## src/rtl/adv7513_i2c_pkg.sv

```systemverilog
// Shared types and widths for the ADV7513 I2C arbiter slice.
// State encoding and field widths used by the arbiter and its picker.
package adv7513_i2c_pkg;

  localparam int CHIP_ADDR_W = 7;
  localparam int REG_ADDR_W  = 8;
  localparam int DATA_W      = 8;
  localparam int STATUS_W    = 3;

  localparam logic [STATUS_W-1:0] ST_TIMEOUT = 3'b111;

  typedef enum logic [2:0] {
    S_IDLE  = 3'd0,
    S_ISSUE = 3'd1,
    S_WAIT  = 3'd2,
    S_DONE  = 3'd3,
    S_GAP   = 3'd4
  } state_t;

endpackage

```

## src/rtl/adv7513_rr_pick.sv

```systemverilog
// Combinational round-robin picker: first set request
// scanning upward from ptr+1, wrapping modulo NUM_REQ.
module adv7513_rr_pick #(
  parameter int NUM_REQ = 3,
  parameter int IW      = $clog2(NUM_REQ)
) (
  input  logic [NUM_REQ-1:0] req,
  input  logic [IW-1:0]      ptr,
  output logic [NUM_REQ-1:0] onehot,
  output logic [IW-1:0]      idx
);

  logic [IW-1:0] j;

  // Scan from the far end so the nearest candidate wins last.
  always_comb begin
    onehot = '0;
    idx    = '0;
    j      = '0;
    for (int k = NUM_REQ; k >= 1; k--) begin
      j = IW'((int'(ptr) + k) % NUM_REQ);
      if (req[j]) begin
        onehot    = '0;
        onehot[j] = 1'b1;
        idx       = j;
      end
    end
  end

endmodule

```

## src/rtl/adv7513_i2c_arbiter.sv

```systemverilog
// Round-robin arbiter sharing one i2c_master among NUM_REQ requesters.
// Optional S_WAIT watchdog: define ADV7513_I2C_ARB_TIMEOUT_EN.
module adv7513_i2c_arbiter
  import adv7513_i2c_pkg::*;
#(
  parameter int NUM_REQ        = 3,
  parameter int TXN_GAP        = 0,
  parameter int TIMEOUT_CYCLES = 50000000
) (
  input  logic                     clk,
  input  logic                     reset,
  input  logic [NUM_REQ-1:0]       req,
  input  logic [NUM_REQ-1:0]       rnw,
  input  logic [7*NUM_REQ-1:0]     chip_addr_in,
  input  logic [8*NUM_REQ-1:0]     reg_addr_in,
  input  logic [8*NUM_REQ-1:0]     wdata_in,
  output logic [NUM_REQ-1:0]       gnt,
  output logic [NUM_REQ-1:0]       ack,
  output logic [DATA_W-1:0]        rdata,
  output logic [STATUS_W-1:0]      status,
  output logic                     timeout_err,
  output logic [CHIP_ADDR_W-1:0]   m_chip_addr,
  output logic [REG_ADDR_W-1:0]    m_reg_addr,
  output logic [DATA_W-1:0]        m_data_in,
  output logic                     m_write_en,
  output logic                     m_read_en,
  input  logic                     m_busy,
  input  logic [DATA_W-1:0]        m_data_out,
  input  logic [STATUS_W-1:0]      m_status
);

  localparam int IW = $clog2(NUM_REQ);

  state_t                 state;
  logic [IW-1:0]          rr_ptr;
  logic [IW-1:0]          g_idx;
  logic                   rnw_l;
  logic [15:0]            gap_cnt;
  logic [NUM_REQ-1:0]     pick;
  logic [IW-1:0]          pick_idx;
  logic [CHIP_ADDR_W-1:0] sel_chip;
  logic [REG_ADDR_W-1:0]  sel_reg;
  logic [DATA_W-1:0]      sel_wd;
  logic                   sel_rnw;

  adv7513_rr_pick #(
    .NUM_REQ (NUM_REQ),
    .IW      (IW)
  ) u_pick (
    .req    (req),
    .ptr    (rr_ptr),
    .onehot (pick),
    .idx    (pick_idx)
  );

  always_comb begin
    sel_chip = '0;
    sel_reg  = '0;
    sel_wd   = '0;
    sel_rnw  = 1'b0;
    for (int i = 0; i < NUM_REQ; i++) begin
      if (pick[i]) begin
        sel_chip = chip_addr_in[i*CHIP_ADDR_W +: CHIP_ADDR_W];
        sel_reg  = reg_addr_in[i*REG_ADDR_W +: REG_ADDR_W];
        sel_wd   = wdata_in[i*DATA_W +: DATA_W];
        sel_rnw  = rnw[i];
      end
    end
  end

`ifdef ADV7513_I2C_ARB_TIMEOUT_EN
  logic [25:0] wd_cnt;
`else
  assign timeout_err = (TIMEOUT_CYCLES < 0);
`endif

  always_ff @(posedge clk) begin
    if (!reset) begin
      state       <= S_IDLE;
      rr_ptr      <= IW'(NUM_REQ-1);
      g_idx       <= '0;
      rnw_l       <= 1'b0;
      gap_cnt     <= '0;
      gnt         <= '0;
      ack         <= '0;
      rdata       <= '0;
      status      <= '0;
      m_chip_addr <= '0;
      m_reg_addr  <= '0;
      m_data_in   <= '0;
      m_write_en  <= 1'b0;
      m_read_en   <= 1'b0;
`ifdef ADV7513_I2C_ARB_TIMEOUT_EN
      wd_cnt      <= '0;
      timeout_err <= 1'b0;
`endif
    end else begin
      ack        <= '0;
      m_write_en <= 1'b0;
      m_read_en  <= 1'b0;
`ifdef ADV7513_I2C_ARB_TIMEOUT_EN
      timeout_err <= 1'b0;
`endif
      case (state)
        S_IDLE: begin
          if (|req) begin
            gnt         <= pick;
            g_idx       <= pick_idx;
            rnw_l       <= sel_rnw;
            m_chip_addr <= sel_chip;
            m_reg_addr  <= sel_reg;
            m_data_in   <= sel_wd;
            state       <= S_ISSUE;
          end
        end
        S_ISSUE: begin
          m_read_en  <= rnw_l;
          m_write_en <= !rnw_l;
`ifdef ADV7513_I2C_ARB_TIMEOUT_EN
          wd_cnt     <= '0;
`endif
          state      <= S_WAIT;
        end
        // Strobe term keeps us here if busy rises one cycle late.
        S_WAIT: begin
          if (!m_write_en && !m_read_en && !m_busy) begin
            ack    <= gnt;
            status <= m_status;
            if (rnw_l) rdata <= m_data_out;
            state  <= S_DONE;
          end
`ifdef ADV7513_I2C_ARB_TIMEOUT_EN
          else if (wd_cnt == 26'(TIMEOUT_CYCLES-1)) begin
            ack         <= gnt;
            timeout_err <= 1'b1;
            status      <= ST_TIMEOUT;
            rr_ptr      <= g_idx;
            gap_cnt     <= 16'(TXN_GAP);
            state       <= S_GAP;
          end else begin
            wd_cnt <= wd_cnt + 26'd1;
          end
`endif
        end
        S_DONE: begin
          gnt    <= '0;
          rr_ptr <= g_idx;
          if (TXN_GAP == 0) begin
            state <= S_IDLE;
          end else begin
            gap_cnt <= 16'(TXN_GAP-1);
            state   <= S_GAP;
          end
        end
        S_GAP: begin
          gnt <= '0;
          if (gap_cnt == 16'd0) state <= S_IDLE;
          else gap_cnt <= gap_cnt - 16'd1;
        end
        default: begin
          gnt   <= '0;
          state <= S_IDLE;
        end
      endcase
    end
  end

endmodule

```

## config.mk

```make
export PLATFORM = sky130hd
export DESIGN_NAME = adv7513_i2c_arbiter
export DESIGN_NICKNAME = d
export VERILOG_FILES = /design/src/rtl/adv7513_i2c_pkg.sv /design/src/rtl/adv7513_rr_pick.sv /design/src/rtl/adv7513_i2c_arbiter.sv
export SDC_FILE = /design/constraint.sdc
export NUM_CORES = 1
export LEC_CHECK = 0
export CAP_MARGIN = 15
export CORE_ASPECT_RATIO = 1.75
export CORE_MARGIN = 4
export CORE_UTILIZATION = 55
export DETAILED_ROUTE_END_ITERATION = 12
export DONT_BUFFER_PORTS = 1
export PLACE_DENSITY = 0.69
export SKIP_CTS_REPAIR_TIMING = 1
export SLEW_MARGIN = 15
export SYNTH_ARGS = -nofsm -noshare
export SYNTH_HDL_FRONTEND = slang
export SYNTH_HIERARCHICAL = 1
export SYNTH_SLANG_ARGS = --single-unit
```

## constraint.sdc

```tcl
create_clock -name clk -period 3 [get_ports clk]
set_input_delay 0.3 -clock clk [delete_from_list [all_inputs] [get_ports clk]]
set_output_delay 0.3 -clock clk [all_outputs]
set_load 0.05 [all_outputs]
```

### Word level (Yosys, flattened, before mapping)

Cells that the tools add are included.

| storage, ports and cells | value |
|---|---|
| bits in registers | 66 |
| output and inout bits | 43 |
| word-level logic and storage cells | 93 |
| bits in writable memories | 0 |
| input port bits | 89 |
| memories kept | 0 |
| ROM bits | 0 |
| latch bits | 0 |

| operators by class | value |
|---|---|
| multiplexer cells | 36 |
| bitwise operators | 2 |
| $lt $le $gt $ge | 6 |
| multipliers | 0 |
| shifts and indexed selects | 0 |
| div/mod/pow operators | 3 |
| reduce and logical (&&, ||, !) cells | 21 |
| add/sub/neg operators | 4 |
| eq/ne operators | 7 |

Operator list:

| kind | count |
|---|---|
| modulo 32 x 3 -> 32 bit, second input constant | 3 |
| 2-to-1 mux 8 bit | 6 |
| 2-to-1 mux 3 bit | 7 |
| 2-to-1 mux 7 bit | 3 |
| logical NOT 16 bit | 1 |
| subtractor 16 x 1 -> 16 bit, second input constant | 1 |
| one-hot mux 3 bit (4 select lines) | 1 |
| AND reduction 2 bit | 5 |
| less-than comparator 2 x 3 -> 1 bit, second input constant | 3 |
| 2-to-1 mux 1 bit | 9 |
| AND reduction 3 bit | 3 |
| adder 2 x 2 -> 3 bit, second input constant | 2 |
| binary-select mux 1 bit (select 2 bit) | 3 |
| demux 1 bit (select 2 bit) | 3 |
| equality test 3 x 2 -> 1 bit, second input constant | 2 |
| >= comparator 2 x 1 -> 1 bit, second input constant | 3 |
| 2-to-1 mux 2 bit | 3 |
| inequality test 2 bit, second input constant | 3 |
| one-hot mux 3 bit (2 select lines) | 1 |
| logical AND 1 bit | 5 |
| logical NOT 1 bit | 4 |
| adder 2 x 1 -> 3 bit, second input constant | 1 |
| equality test 3 x 1 -> 1 bit, second input constant | 1 |
| equality test 3 bit, second input constant | 1 |
| 4 further kinds | 5 |

### Logic depth before layout (Yosys ltp)

| logic depth | value |
|---|---|
| depth after elaboration | 12 |
| gate-level depth with buffers | 12 |
| depth with buffers taken out | 9 |

### Modules after synthesis

Netlist, hierarchy kept.

By module, submodules not included:

| module | seq. area each (um^2) | times used | cells an instance | area an instance (um^2) |
|---|---|---|---|---|
| adv7513_i2c_arbiter | 980.9 | 1 | 220 | 2,268.4 |
| adv7513_rr_pick | 0.0 | 1 | 44 | 304.0 |

### Worst setup path before layout

No wires, ideal clock.

| timing | value |
|---|---|
| kind | register -> register |
| start | register rr_ptr[0] |
| end | register m_chip_addr[0] |
| cell stages (with the launch flop) | 11 |
| arrival time | 2,320 ps |
| setup time | 117 ps |
| path buffers | 2 |
| clock period less this slack | 2,438 ps |
| setup slack | 562 ps |
| data required time | 2,883 ps |
| cell sequence | dfxtp_1 inv_1 ha_1 clkbuf_4 nand2_1 o22ai_2 mux2_2 nor2b_2 buf_2 a221o_1 a32o_1 |

| between the ends | value |
|---|---|
| cells in the longest elaborated chain, start to end | 12 |
| elaborated cells on any way between the ends | 33 |
| classes of those cells | add/sub: 3; div: 3; order compare: 6; mux: 18; reduce/logical: 3 |

RTL lines:

| item | line | text |
|---|---|---|
| start: declaration | adv7513_i2c_arbiter.sv:35 | `logic [IW-1:0] rr_ptr;` |
| start signal: assignment | adv7513_i2c_arbiter.sv:80 | `rr_ptr <= IW'(NUM_REQ-1);` |
| start signal: assignment | adv7513_i2c_arbiter.sv:147 | `rr_ptr <= g_idx;` |
| adder 2 x 2 -> 3 bit | adv7513_rr_pick.sv:21 | `j = IW'((int'(ptr) + k) % NUM_REQ);` |
| modulo 32 x 3 -> 32 bit | adv7513_rr_pick.sv:21 |  |
| less-than comparator 2 x 3 -> 1 bit (implied by the code) / >= comparator 2 x 1 -> 1 bit (equally long branches) | adv7513_rr_pick.sv:24 | `onehot[j] = 1'b1;` |
| logical AND 1 bit (implied by the code) | adv7513_rr_pick.sv:24 |  |
| 2-to-1 mux 1 bit (implied by the code) | adv7513_rr_pick.sv:24 |  |
| demux 1 bit (select 2 bit) | -- |  |
| 2-to-1 mux 3 bit (2 in a row) | adv7513_rr_pick.sv:22 | `if (req[j]) begin` |
| 2-to-1 mux 3 bit * | adv7513_rr_pick.sv:22 |  |
| net pick[0] | adv7513_i2c_arbiter.sv:39 | `logic [NUM_REQ-1:0] pick;` |
| 2-to-1 mux 7 bit * (3 in a row) | adv7513_i2c_arbiter.sv:62 | `if (pick[i]) begin` |
| end signal: assignment | adv7513_i2c_arbiter.sv:110 | `m_chip_addr <= sel_chip;` |
| end: declaration | adv7513_i2c_arbiter.sv:22 | `output logic [CHIP_ADDR_W-1:0] m_chip_addr,` |

The timed path passes the listed nets; every way through them passes the cells marked *. The select of a mux whose other input is x is not followed.
A chain may end at the register's enable or synchronous reset.

### Final worst setup path

| timing | value |
|---|---|
| start | register rr_ptr[0] |
| end | register m_chip_addr[6] |

Same word-level chain as after synthesis.

==> results.cfg <==
[sta]
timing.fmax_mhz = 377
max-slew-margin-rel = 0.588
tightest_slew_ns = 0.617
skew_ns = 0.00859
min_period_ns = 2.65
tns_ns = 0
rsz0062_at_grt = no
final_hold_viol_count = 0
drv_slew = 0
fin_ws_ns = 0.346
setup_viol = 0
fin_hold_ws_ns = 0.0674
fin_crit_sh = 0.885

[pwr]
intPower_mw = 1.44
peakVddDrop_uv = 668
p_clk_frac = 0.187
combPwrFrac = 0.299
p_leak_nw = 1.05
swShare = 0.444
power_mw = 2.58
p_per_area_mw_per_mm2 = 966
power_switching_mw = 1.15
p_seq_frac = 0.514

[placed_design]
dp_hpwl_um = 4520
port_buffers = 0
pre_cts_ws_ns = 0.367
dpl_cell_area_mm2 = 0.00256
gp_congestion = 0.955

[min_path]
hold_path.class = in -> reg

[setup_path]
cp_slowest_stage_delay_ns = 0.44
crit_fanout = 16
worstPathRequired_ns = 3.20
crit_buf_inv = 2
arrival_ns = 2.85
crit_chain = inv_1 -> ha_1 -> nand3b_1 -> o21a_1 -> o32ai_1 -> mux2_2 -> nor2b_2 -> buf_4 -> a221o_1 -> a32o_1
path_class = reg -> reg
end_kind = flop
crit_path_start_kind = flop
path_delay_family = compound AO/OA/AOI/OAI gates
slowest_stage = ha_1

[yosys]
synth_top_family_by_area = compound AO/OA/AOI/OAI gates
ys_warn_count = 6
synth-edff-count = 0
synth_top_flop_cell = dfxtp_1
synth_area_leaders = dfxtp_1 (38%), a32o_1 (8.9%), a221o_1 (8.6%)
postSynthAreaPerCell_um2 = 9.74
synth_compound_area_frac = 0.251
yosysSeqAreaShare = 0.381
syn_area_mm2 = 0.00257
synth_top_cell_by_area = dfxtp_1
synth_fa_ha_area_frac = 0.0389
netlist_instances = 264
synth.distinct_cells = 45
netlist.area_leader.share = 0.381
synthXorXnorAreaFrac = 0
muxShareOfSynthArea = 0.0837
yosys_register_bits = 49
async_reset_ff_frac = 0
syn_nets = 361
yosys.area_share.simple = 0.173

[floorplanning]
die_x_um = 59.7
rows = 32
coreArea_mm2 = 0.00448
die_h_um = 98.5
dieArea_mm2 = 0.00588
ios = 132
start_util = 0.574

[global_routing]
grt_overflow = 0
grt_use_met2 = 0.368
gr-usage-met1 = 0.203
busiest_layer = met2
grt_pass1_wl_um = 9250
use_met3 = 0.0642
grt_max_degree = 50
antenna_found_initial = 0
track_usage = 0.201
grt_pass1_vias = 1956

[final_layout]
synthToLayoutAreaGrowth_pct = 3.99
num_antenna_cells = 0
fin_area_mm2 = 0.00268
fillerInstances = 425
layout.nets = 353
drive_above_1_share = 0.109

[clocking]
clk_pin_slew_ns = 0.08
cts_sinks = 49
cts_max_level = 2
cts_made_buffers = 5
cts_tree = yes
clk_latency_ns = 0.30
clockBufferDepth = 2
clockRootBuffer = clkbuf_8

[route]
post-route-drc-count = 0
wirelength_um = 6080
wl_per_cell_um = 19.7
dr.pass1.iters = 5
via_per_inst = 6.55
ant_nets = 0
vias = 2016
drtIter0Drc = 133

[flow_run]
cap_violations = 0

[run_status]
outcome = completed
==> layout by cell type, fill, tap and decap left out, types with 2 or more instances in the layout <==
| master | n |
|---|---|
| a21oi_1 | 7 |
| a221o_1 | 22 |
| a32o_1 | 23 |
| and3_1 | 4 |
| buf_4 | 5 |
| clkbuf_8 | 6 |
| dfxtp_1 | 49 |
| ha_1 | 8 |
| inv_1 | 7 |
| mux2i_1 | 19 |
| nand2_1 | 33 |
| nand2b_1 | 25 |
| nor2_1 | 10 |
| nor3_1 | 2 |
| o21ai_0 | 4 |
| o22ai_1 | 4 |
| o31ai_4 | 2 |
==> per-layer routing <==
| layer | up-vias | wire, um |
|---|---|---|
| met5 | - | 0 |
| met4 | 0 | 93 |
| met3 | 10 | 549 |
| met2 | 88 | 3300 |
| met1 | 957 | 2130 |
| li1 | 961 | - |
==> Yosys cell counts, types with 2 or more instances <==
library cell / number
buf_12: 3
inv_1: 7
a221o_1: 22
nor2_1: 10
ha_1: 8
a21oi_1: 8
nand2_1: 33
o21ai_0: 4
buf_2: 5
nor3_1: 2
and3_1: 4
nand2b_1: 25
buf_4: 2
dfxtp_1: 49
mux2i_1: 19
a32o_1: 23
clkbuf_1: 9
o22ai_1: 4
==> worst paths after layout <==
kind	start	endpoint	slack, ns	cells past startpoint
min reg2reg	g_idx[1]$_SDFFE_PN0P_	rr_ptr[1]$_SDFFE_PN1N_	0.48	2
max	rr_ptr[0]$_SDFFE_PN0N_	m_chip_addr[6]$_SDFFE_PN0P_	0.35	10
max reg2reg	rr_ptr[0]$_SDFFE_PN0N_	m_chip_addr[6]$_SDFFE_PN0P_	0.35	10
min	reset	rr_ptr[1]$_SDFFE_PN1N_	0.07	1
==> metrics by stage <==
stage	util	instances
after floorplan	-	264
after global placement	0.571	300
after detailed placement	0.571	300
after CTS	0.597	308
after global routing	0.597	308
final	0.597	308
==> sequential cells by signal (all words and copies together), names as in the netlist <==
signal / flops
m_data_in: 8
m_reg_addr: 8
rdata: 8
m_chip_addr: 7
ack: 3
gnt: 3
status: 3
g_idx: 2
rr_ptr: 2
state: 2
m_read_en: 1
m_write_en: 1
rnw_l: 1
==> power by group through the flow <==
| stage | Combinational (mW) | Clock [mW] | Sequential, mW |
|---|---|---|---|
| 2_1_floorplan | 0.694 | 0 | 1.31 |
| 3_3_place_gp | 0.760 | 0 | 1.35 |
| 3_5_place_dp | 0.773 | 0 | 1.35 |
| 4_1_cts | 0.776 | 0.495 | 1.33 |
| 5_1_grt | 0.853 | 0.526 | 1.35 |
| 6_report | 0.773 | 0.482 | 1.33 |
==> final cells by class <==
| cell class | count | area (um^2) | share of cell area |
|---|---|---|---|
| Clock buffer | 7 | 86.3 | 0.0323 |
| Tap cell | 51 | 63.8 | 0.0239 |
| Timing Repair Buffer | 6 | 57.6 | 0.0215 |
| Clock inverter | 1 | 30.0 | 0.0112 |
| Sequential cell | 49 | 981 | 0.367 |
| Inverter | 8 | 30.0 | 0.0112 |
| Multi-Input combinational cell | 186 | 1430 | 0.533 |
==> cells by family (layout without fill, tap and decap cells) <==
| group | Yosys count | count (layout) |
|---|---|---|
| AOI/OAI and AO/OA | 72 | 72 |
| adders and majority gates | 8 | 8 |
| buffers and inverters | 29 | 22 |
| DFF | 49 | 49 |
| muxes | 21 | 21 |
| other | 1 | 1 |
| and+or+nand+nor | 84 | 84 |
No activity file was read; power rests on OpenSTA's default activity.
